<file path="config.mk">
export PLATFORM = sky130hd
export DESIGN_NAME = uart_tx_arbiter_flat
export DESIGN_NICKNAME = d
export VERILOG_FILES = /design/src/rtl/uart_tx_arbiter_if.sv /design/src/rtl/uart_tx_arbiter.sv /design/src/flat_wrapper.sv
export SDC_FILE = /design/constraint.sdc
export NUM_CORES = 1
export LEC_CHECK = 0
export BUFFER_PORTS_ARGS = -buffer_cell sky130_fd_sc_hd__clkbuf_2
export CAP_MARGIN = 25
export CELL_PAD_IN_SITES_DETAIL_PLACEMENT = 2
export CELL_PAD_IN_SITES_GLOBAL_PLACEMENT = 2
export CORE_MARGIN = 2
export CORE_UTILIZATION = 27
export CTS_BUF_LIST = sky130_fd_sc_hd__clkbuf_2
export CTS_CLUSTER_SIZE = 30
export DETAILED_ROUTE_END_ITERATION = 10
export GPL_ROUTABILITY_DRIVEN = 0
export PLACE_DENSITY = 0.82
export SYNTH_ARGS = -nofsm -noshare
export SYNTH_HDL_FRONTEND = slang
export SYNTH_SLANG_ARGS = --single-unit
</file>
<file path="constraint.sdc">
create_clock -name clk -period 1.75 [get_ports clk]
set_input_delay 0.2625 -clock clk [delete_from_list [all_inputs] [get_ports clk]]
set_output_delay 0.2625 -clock clk [all_outputs]
set_load 0.01 [all_outputs]
</file>
<file path="src/rtl/uart_tx_arbiter_if.sv">
// Requester handshakes plus the transmitter-side outputs of the UART arbiter.
// The master modport is the requester/transmitter side; slave is the arbiter.
interface uart_tx_arbiter_if #(
  parameter int N_REQ = 4
) ();
  localparam int GW = $clog2(N_REQ);

  logic [N_REQ-1:0]   req_valid;
  logic [8*N_REQ-1:0] req_data;
  logic [N_REQ-1:0]   req_ready;
  logic               start_tx;
  logic [7:0]         data_tx;
  logic [GW-1:0]      grant_id;
  logic               busy;

  modport master (
    output req_valid, req_data,
    input  req_ready, start_tx, data_tx, grant_id, busy
  );

  modport slave (
    input  req_valid, req_data,
    output req_ready, start_tx, data_tx, grant_id, busy
  );
endinterface

</file>
<file path="src/rtl/uart_tx_arbiter.sv">
// Shares one UART transmitter among N_REQ byte sources and times each frame.
// Define UART_ARB_RR_EN for round-robin arbitration; default is fixed priority.
module uart_tx_arbiter #(
  parameter int N_REQ        = 4,
  parameter int FRAME_CYCLES = 57299,
  parameter int GAP_CYCLES   = 0
) (
  input  logic             clk,
  input  logic             rst,
  uart_tx_arbiter_if.slave bus
);
  localparam int GW      = $clog2(N_REQ);
  localparam int CNT_MAX = (FRAME_CYCLES > GAP_CYCLES) ? FRAME_CYCLES : GAP_CYCLES;
  localparam int CW      = $clog2(CNT_MAX) + 1;
  localparam logic [CW-1:0] FRAME_LD = CW'(FRAME_CYCLES - 1);
  localparam logic [CW-1:0] GAP_LD   = CW'((GAP_CYCLES > 0) ? GAP_CYCLES - 1 : 0);

  typedef enum logic [1:0] {S_IDLE, S_START, S_WAIT, S_GAP} state_t;

  state_t        r_state, w_state_nxt;
  logic [CW-1:0] r_cnt, w_cnt_nxt;
  logic [7:0]    r_data;
  logic [GW-1:0] r_grant;
  logic [GW-1:0] w_win;
  logic          w_any;
  logic          w_accept;

`ifdef UART_ARB_RR_EN
  logic [GW-1:0] r_ptr;

  function automatic logic [GW-1:0] rr_idx(input logic [GW-1:0] ptr, input int k);
    return GW'((int'(ptr) + k) % N_REQ);
  endfunction

  // Scan from farthest to nearest so the slot right after the pointer wins.
  always_comb begin
    w_any = 1'b0;
    w_win = '0;
    for (int k = N_REQ; k >= 1; k--) begin
      if (bus.req_valid[rr_idx(r_ptr, k)]) begin
        w_any = 1'b1;
        w_win = rr_idx(r_ptr, k);
      end
    end
  end

  always_ff @(posedge clk) begin
    if (rst)           r_ptr <= GW'(N_REQ - 1);
    else if (w_accept) r_ptr <= w_win;
  end
`else
  always_comb begin
    w_any = 1'b0;
    w_win = '0;
    for (int i = N_REQ - 1; i >= 0; i--) begin
      if (bus.req_valid[i]) begin
        w_any = 1'b1;
        w_win = GW'(i);
      end
    end
  end
`endif

  assign w_accept = (r_state == S_IDLE) && w_any;

  always_comb begin
    bus.req_ready = '0;
    if (w_accept) bus.req_ready[w_win] = 1'b1;
  end

  always_comb begin
    // NOTE: defaults come first so no branch leaves a signal unassigned (no latch).
    w_state_nxt = r_state;
    w_cnt_nxt   = r_cnt;
    unique case (r_state)
      S_IDLE: if (w_any) begin
        w_state_nxt = S_START;
        w_cnt_nxt   = FRAME_LD;
      end
      S_START: w_state_nxt = S_WAIT;
      S_WAIT: begin
        if (r_cnt == '0) begin
          if (GAP_CYCLES == 0) begin
            w_state_nxt = S_IDLE;
          end else begin
            w_state_nxt = S_GAP;
            w_cnt_nxt   = GAP_LD;
          end
        end else begin
          w_cnt_nxt = r_cnt - 1'b1;
        end
      end
      S_GAP: begin
        if (r_cnt == '0) w_state_nxt = S_IDLE;
        else             w_cnt_nxt   = r_cnt - 1'b1;
      end
      default: w_state_nxt = S_IDLE;
    endcase
  end

  // A reset drops any accepted byte; the requester is not asked again.
  always_ff @(posedge clk) begin
    // NOTE: non-blocking so every register samples pre-edge values.
    if (rst) begin
      r_state <= S_IDLE;
      r_cnt   <= '0;
      r_data  <= 8'h00;
      r_grant <= '0;
    end else begin
      r_state <= w_state_nxt;
      r_cnt   <= w_cnt_nxt;
      if (w_accept) begin
        r_data  <= bus.req_data[{w_win, 3'b000} +: 8];
        r_grant <= w_win;
      end
    end
  end

  assign bus.start_tx = (r_state == S_START);
  assign bus.busy     = (r_state != S_IDLE);
  assign bus.data_tx  = r_data;
  assign bus.grant_id = r_grant;
endmodule
</file>
<file path="src/flat_wrapper.sv">
// flat-port wrapper written by rule: the top's interface ports become plain ports
module uart_tx_arbiter_flat 
#(
  parameter int N_REQ        = 4,
  parameter int FRAME_CYCLES = 57299,
  parameter int GAP_CYCLES   = 0
)
  (clk, rst, bus_req_valid, bus_req_data, bus_req_ready, bus_start_tx, bus_data_tx, bus_grant_id, bus_busy);
  uart_tx_arbiter_if #(.N_REQ(N_REQ)) bus_i ();
  input  logic clk;
  input  logic rst;
  input wire logic [$bits(bus_i.req_valid)-1:0] bus_req_valid;
  input wire logic [$bits(bus_i.req_data)-1:0] bus_req_data;
  output wire logic [$bits(bus_i.req_ready)-1:0] bus_req_ready;
  output wire logic [$bits(bus_i.start_tx)-1:0] bus_start_tx;
  output wire logic [$bits(bus_i.data_tx)-1:0] bus_data_tx;
  output wire logic [$bits(bus_i.grant_id)-1:0] bus_grant_id;
  output wire logic [$bits(bus_i.busy)-1:0] bus_busy;
  assign bus_i.req_valid = bus_req_valid;
  assign bus_i.req_data = bus_req_data;
  assign bus_req_ready = bus_i.req_ready;
  assign bus_start_tx = bus_i.start_tx;
  assign bus_data_tx = bus_i.data_tx;
  assign bus_grant_id = bus_i.grant_id;
  assign bus_busy = bus_i.busy;
  uart_tx_arbiter #(.N_REQ(N_REQ), .FRAME_CYCLES(FRAME_CYCLES), .GAP_CYCLES(GAP_CYCLES)) u_core (.clk(clk), .rst(rst), .bus(bus_i));
endmodule
</file>
==> results of run 1 <==
power by group through the flow:
stage	Sequential [uW]	Combinational, uW	Clock [uW]
floorplan	846	440	0
global placement	835	788	0
detailed placement	840	824	0
CTS	833	893	532
global route	852	1070	558
finish	839	993	514
worst reg2reg max path, stage by stage (launching register included):
cell and delay, ns:
dfxtp_2 0.38, inv_2 0.06, ha_4 0.16, nor3b_2 0.16, buf_4 0.17, nand2_1 0.09, buf_4 0.14, o21ai_0 0.12
a221oi_1 0.39
sequential cells by signal, summed over array words and instances (netlist names):
| name | count |
|---|---|
| u_core.bus.data_tx | 8 |
| u_core.bus.grant_id | 2 |
| u_core.r_cnt | 17 |
| u_core.r_state | 2 |
per-layer routing:
layer / up-vias / share of wire, %
met3: 10 / 2.8
met2: 50 / 54
met4: 0 / 1.7
met5: - / 0
met1: 1109 / 42
li1: 1032 / -
cell type report:
type / instances / area share, %
repair buffers: 93 / 22.1
inverters: 17 / 2.41
flip-flops and latches: 29 / 22.2
multi-input cells: 166 / 47.2
clock inverters: 2 / 1.28
clock buffers: 6 / 1.13
well taps: 80 / 3.78
worst min-delay path by stage:
stage / cells past startpoint / start / to
after floorplan: 2 / u_core.r_cnt[16]$_SDFFE_PP0P_ / u_core.r_cnt[16]$_SDFFE_PP0P_
after global placement: 2 / u_core.r_cnt[16]$_SDFFE_PP0P_ / u_core.r_cnt[16]$_SDFFE_PP0P_
after detailed placement: 2 / u_core.bus.data_tx[6]$_SDFFE_PP0P_ / u_core.bus.data_tx[6]$_SDFFE_PP0P_
after CTS: 3 / bus_req_data[0] / u_core.bus.data_tx[0]$_SDFFE_PP0P_
after global routing: 3 / bus_req_data[0] / u_core.bus.data_tx[0]$_SDFFE_PP0P_
final: 3 / bus_req_data[0] / u_core.bus.data_tx[0]$_SDFFE_PP0P_
metrics by stage:
| step | setup TNS [ns] | worst slack [ns] | instances |
|---|---|---|---|
| 3_3_place_gp | -0.273 | -0.0985 | 378 |
| 6_report | -0.0370 | -0.0370 | 393 |
| 2_1_floorplan | 0 | 0.0239 | 225 |
| 3_5_place_dp | -1.15 | -0.222 | 378 |
| 5_1_grt | -0.417 | -0.115 | 393 |
| 4_1_cts | 0 | 0.00502 | 390 |
cells in the mapped netlist, types with 3 or more instances:
| cell | count | share of area (%) |
|---|---|---|
| dfxtp_1 | 29 | 31 |
| nor2_1 | 22 | 4.5 |
| a211oi_1 | 18 | 7.3 |
| inv_1 | 15 | 3.0 |
| nand2_1 | 11 | 2.2 |
| nand3_1 | 11 | 3.0 |
| clkbuf_1 | 7 | 1.4 |
| nor3_1 | 7 | 1.9 |
| o21ai_0 | 7 | 1.9 |
| a21oi_1 | 6 | 1.6 |
| a2bb2oi_1 | 6 | 2.8 |
| nand2b_1 | 6 | 2.0 |
| o41ai_1 | 6 | 2.8 |
| a31oi_1 | 5 | 1.7 |
| buf_2 | 4 | 1.1 |
| mux2i_1 | 4 | 2.2 |
| o211ai_1 | 4 | 1.6 |
| and4_1 | 3 | 1.4 |
| nor4_1 | 3 | 1.0 |
| or4_1 | 3 | 1.2 |
cell usage in the layout, fill, tap and decap left out, drive strengths merged, types with 4 or more instances in the layout:
cell	n
a31oi	6
a211oi	18
or4	5
o21ai	8
nor3	7
o41ai	6
mux2i	4
o211ai	4
buf	43
nor4	5
dfxtp	29
nand2	12
inv	15
nand2b	6
nand3	12
clkbuf	56
a21oi	7
nor2	24
a2bb2oi	6
repair_timing:
action,CTS,global route
endpoints found under the hold margin,0,0
setup buffers,4,3
pin swaps,5,9
gates resized for setup,16,21
hold buffers,0,0
setup endpoints to repair,21,17
cells by family after synthesis:
| kind of cell | count (synthesis) |
|---|---|
| fa+ha+maj | 1 |
| mux | 4 |
| compound gates | 72 |
| simple gates | 89 |
| flops | 29 |
| buf+inv | 30 |
==> metrics.csv, run 1 <==
metric,value,unit
outcome,"finished, violations left",
share of layout cells above drive strength 1,44.4,%
Synth Area in Compound Gates,29.0,%
CP Launch Point,u_core.r_cnt[0]$_SDFFE_PP0P_,
failing checks,setup timing,
WP buf/inv,3,
M2 GR Usage,40.5,%
Int Power,1440,uW
first-pass GRT wire length,12800,microns
Final Max Slew Viols,0,
wire length per cell,21.0,microns
syn_nets,264,
Synth Area in Simple Gates,29.3,%
"Clk pin slew, worst setup/hold paths",0.19,ns
P per Cell Area,886,nW/um^2
Filler Cell Count,781,
largest net degree at the start of global routing,25,
nets@finish,351,
MaxCap Viol Count,0,
1st-pass router iterations,4,
number of enable flip-flop cells after synthesis,0,
"Distinct cells, synth",55,
Area Overhead vs Synth,43.1,%
Hold WS,0.195,ns
layer with the highest usage,met2,
vias in the first global route,2439,
Die H,86.8,microns
cell-by-cell trace of the critical path,inv_2 -> ha_4 -> nor3b_2 -> buf_4 -> nand2_1 -> buf_4 -> o21ai_0 -> a221oi_1,
GR Util met1,26.0,%
Least-Margin Pin Slew,0.515,ns
largest family of logic cells by synthesized area,simple AND/OR/NAND/NOR gates,
Num CTS Buffers,5,
crit-path max cell delay,0.39,ns
synth warn,0,
Root Driver,clkbuf_2,
Area after DPL,2400,sq um
final setup vio count,1,
crit share post-route,102,%
crit-path max FO,4,
storage element area,587,sq um
Initial DRC Count,58,
crit path max-delay cell type,a221oi_1,
worst setup path class,reg2reg,
Die ar.,7530,sq um
CTS H-tree lvls,2,
Max VDD drop,0.000324,V
final critical-path setup slack,-0.0370,ns
switching power,906,uW
XOR/XNOR Fraction of Synth Area,0,%
M3 GR Usage,3.71,%
# diodes,0,
Core Region,6720,sq um
CTS tree,yes,
ys flop type,dfxtp_1,
Rows,30,
drc violations,0,
routed vias,2201,
Gate Count Post-Synth,225,
Overall Power,2350,uW
CP Launch Type,flip-flop,
Crit. path cell count,8,
relative slew slack,65.5,%
DIE WIDTH,86.8,microns
multiplexer area fraction after synthesis,2.16,%
R2R depth,8,
Initial Utilization,27.5,%
Max clock buf depth,2,
worst-skew pair later-pin latency,0.37,ns
RR Endpoint,u_core.r_cnt[4]$_SDFFE_PP0P_,
reg2reg setup slack,-0.04,ns
dpl hpwl,5470,microns
Reg-to-Reg Start,u_core.r_cnt[0]$_SDFFE_PP0P_,
"antenna viol nets, final",0,
Mapped Area,1850,sq um
CP Capture Point,u_core.r_cnt[4]$_SDFFE_PP0P_,
final instance area,2650,sq um
Sw Ratio,38.6,%
I/O pins,54,
min Tclk post-route,1.79,ns
drt total wl,8270,microns
CP endpoint kind,flip-flop,
All-Layer GR Usage,22.1,%
Reg power frac,35.8,%
RSZ-0062 raised after global routing,yes,
FMAX,560,MHz
antenna violations before repair,0,
Final Skew,0.0240,ns
Adder-Cell Fraction of Synth Area,0.676,%
"flops & latches, synth",29,
Clk pwr share,21.9,%
Finished Core Util,39.4,%
footprint of the multi-input gates,1250,sq um
fraction of registers with async set/reset,0,%
gr ovfl total,0,
CP required,2.01,ns
Worst Hold Class,in2reg,
Logic pwr share,42.3,%
sequential share of the synthesized area,31.4,%
vias per inst,5.60,
CTS sink count,29,
Worst path top cell family by delay,compound AO/OA/AOI/OAI gates,
"most used cell, CP",buf_4,
arrival time at the worst endpoint,2.05,ns
Port Buffers,53,
Final Hold Vio Count,0,
syn avg cell area,8.22,sq um
Static Leak,0.00114,uW
Power figures use the tool's default switching activity.
==> run 2, diff against run 1 <==
--- a/config.mk
+++ b/config.mk
@@ -16,6 +16,7 @@
 export DETAILED_ROUTE_END_ITERATION = 10
 export GPL_ROUTABILITY_DRIVEN = 0
 export PLACE_DENSITY = 0.82
+export SKIP_LAST_GASP = 1
 export SYNTH_ARGS = -nofsm -noshare
 export SYNTH_HDL_FRONTEND = slang
 export SYNTH_SLANG_ARGS = --single-unit
==> run 2 against run 1 <==
The flow still finishes with violations (setup timing). Via count grew 0.23%. Critical path depth is the same. Die area is the same. Setup slack gained 0.0033 ns. Combinational power is essentially flat. Maximum frequency grew 0.19%. Critical path type unchanged.
==> metrics.csv, run 2 (same netlist as run 1, synthesis figures left out) <==
metric,value,unit,change
outcome,"finished, violations left",,unchanged
failing checks,setup timing,,unchanged
share of layout cells above drive strength 1,44.4,%,unchanged
FMAX,561,MHz,was 560 MHz
Num CTS Buffers,5,,unchanged
Port Buffers,53,,unchanged
Root Driver,clkbuf_2,,unchanged
Reg power frac,35.8,%,about the same
arrival time at the worst endpoint,2.05,ns,about the same
CP endpoint kind,flip-flop,,unchanged
Initial Utilization,27.5,%,unchanged
footprint of the multi-input gates,1250,sq um,unchanged
gr ovfl total,0,,unchanged
switching power,906,uW,about the same
wire length per cell,21.0,microns,about the same
drt total wl,8260,microns,was 8270 microns
Core Region,6720,sq um,unchanged
Area after DPL,2400,sq um,unchanged
CP required,2.01,ns,about the same
CTS H-tree lvls,2,,unchanged
Clk pwr share,22.0,%,was 21.9%
Sw Ratio,38.6,%,about the same
DIE WIDTH,86.8,microns,unchanged
"Clk pin slew, worst setup/hold paths",0.19,ns,about the same
1st-pass router iterations,4,,unchanged
worst setup path class,reg2reg,,unchanged
Initial DRC Count,62,,was 58
Die ar.,7530,sq um,unchanged
most frequent cells in the layout,"clkbuf_2 (56), buf_4 (37), dfxtp_1 (26), nor2_1 (21), a211oi_1 (17)",,"was clkbuf_2 (56), buf_4 (36), dfxtp_1 (26), nor2_1 (21), a211oi_1 (17)"
"antenna viol nets, final",0,,unchanged
largest net degree at the start of global routing,25,,unchanged
CTS tree,yes,,unchanged
Layout Cells excl Fill,393,,unchanged
drc violations,0,,unchanged
# diodes,0,,unchanged
relative slew slack,67.2,%,was 65.5%
CP Launch Type,flip-flop,,unchanged
Logic pwr share,42.2,%,was 42.3%
final instance area,2650,sq um,about the same
Filler Cell Count,781,,unchanged
dpl hpwl,5470,microns,unchanged
Static Leak,0.00114,uW,about the same
final critical-path setup slack,-0.0337,ns,was -0.0370 ns
Final Skew,0.0231,ns,was 0.0240 ns
I/O pins,54,,unchanged
routed vias,2206,,was 2201
vias per inst,5.61,,was 5.60
Int Power,1440,uW,about the same
"most common cell after layout, fill and taps aside",clkbuf_2,,unchanged
crit share post-route,102,%,about the same
largest reg by FF count,u_core.r_cnt,,unchanged
Worst Hold Class,in2reg,,unchanged
Least-Margin Pin Slew,0.489,ns,was 0.515 ns
P per Cell Area,887,nW/um^2,was 886 nW/um^2
Area Overhead vs Synth,42.9,%,was 43.1%
Max clock buf depth,2,,unchanged
final setup vio count,1,,unchanged
MaxCap Viol Count,0,,unchanged
Final Max Slew Viols,0,,unchanged
crit-path max FO,4,,unchanged
All-Layer GR Usage,22.0,%,was 22.1%
nets@finish,351,,unchanged
Placed Cells,378,,unchanged
first-pass GRT wire length,12800,microns,about the same
Hold WS,0.193,ns,was 0.195 ns
min Tclk post-route,1.78,ns,was 1.79 ns
vias in the first global route,2444,,was 2439
RSZ-0062 raised after global routing,yes,,unchanged
Final Hold Vio Count,0,,unchanged
CTS sink count,29,,unchanged
storage element area,587,sq um,unchanged
number of flip-flops in the largest register,17,,unchanged
Die H,86.8,microns,unchanged
antenna violations before repair,0,,unchanged
Rows,30,,unchanged
Max VDD drop,0.000324,V,about the same
worst-skew pair later-pin latency,0.38,ns,was 0.37 ns
run 2: cell type report:
cell class | count | share of cell area, %
timing repair buffer | 93 | 21.9
sequential | 29 | 22.2
inverter | 17 | 2.41
tap | 80 | 3.78
multi-input combinational | 166 | 47.3
clock buffer | 6 | 1.14
clock inverter | 2 | 1.28
run 2: metrics by stage:
stage	TNS (ns)	setup slack (ns)	power [uW]	util (%)
2_1_floorplan	0	0.0239	1290	-
3_3_place_gp	-0.273	-0.0985	1620	35.7
3_5_place_dp	-1.15	-0.222	1660	35.7
4_1_cts	-0.0112	-0.0112	2260	38.0
5_1_grt	-0.497	-0.115	2480	39.4
6_report	-0.0337	-0.0337	2350	39.4
run 2: power groups by stage:
stage	clock network, uW	registers (uW)	logic, uW
CTS	532	833	892
global placement	0	835	788
finish	516	839	990
floorplan	0	846	440
global route	558	852	1070
detailed placement	0	840	824
run 2: worst paths after layout:
path	start	endpoint	slack (ns)	cells after the start
worst min register to register	u_core.bus.grant_id[1]$_SDFFE_PP0P_	u_core.bus.grant_id[1]$_SDFFE_PP0P_	0.49	2
worst max-delay path	u_core.r_cnt[0]$_SDFFE_PP0P_	u_core.r_cnt[4]$_SDFFE_PP0P_	-0.03	8
worst max register to register	u_core.r_cnt[0]$_SDFFE_PP0P_	u_core.r_cnt[4]$_SDFFE_PP0P_	-0.03	8
worst min-delay path	bus_req_data[0]	u_core.bus.data_tx[0]$_SDFFE_PP0P_	0.19	3
run 2: per-layer routing:
metal | GRT usage [%] | wire length [microns]
met5 | 0 | 0
met4 | 6.96 | 141
met3 | 3.81 | 217
met2 | 40.3 | 4390
met1 | 25.8 | 3510
run 2: repair_timing:
| item | in CTS | in global routing |
|---|---|---|
| setup buffers | 4 | 3 |
| pin swaps | 4 | 9 |
| setup endpoints to repair | 21 | 17 |
| gates resized for setup | 16 | 20 |
| hold buffers | 0 | 0 |
run 2: critical path: stages, from the launching register on:
cell	delay, ns
dfxtp_2	0.38
inv_2	0.06
ha_4	0.16
nor3b_2	0.16
buf_4	0.17
nand2_1	0.09
buf_4	0.14
o21ai_0	0.12
a221oi_1	0.39
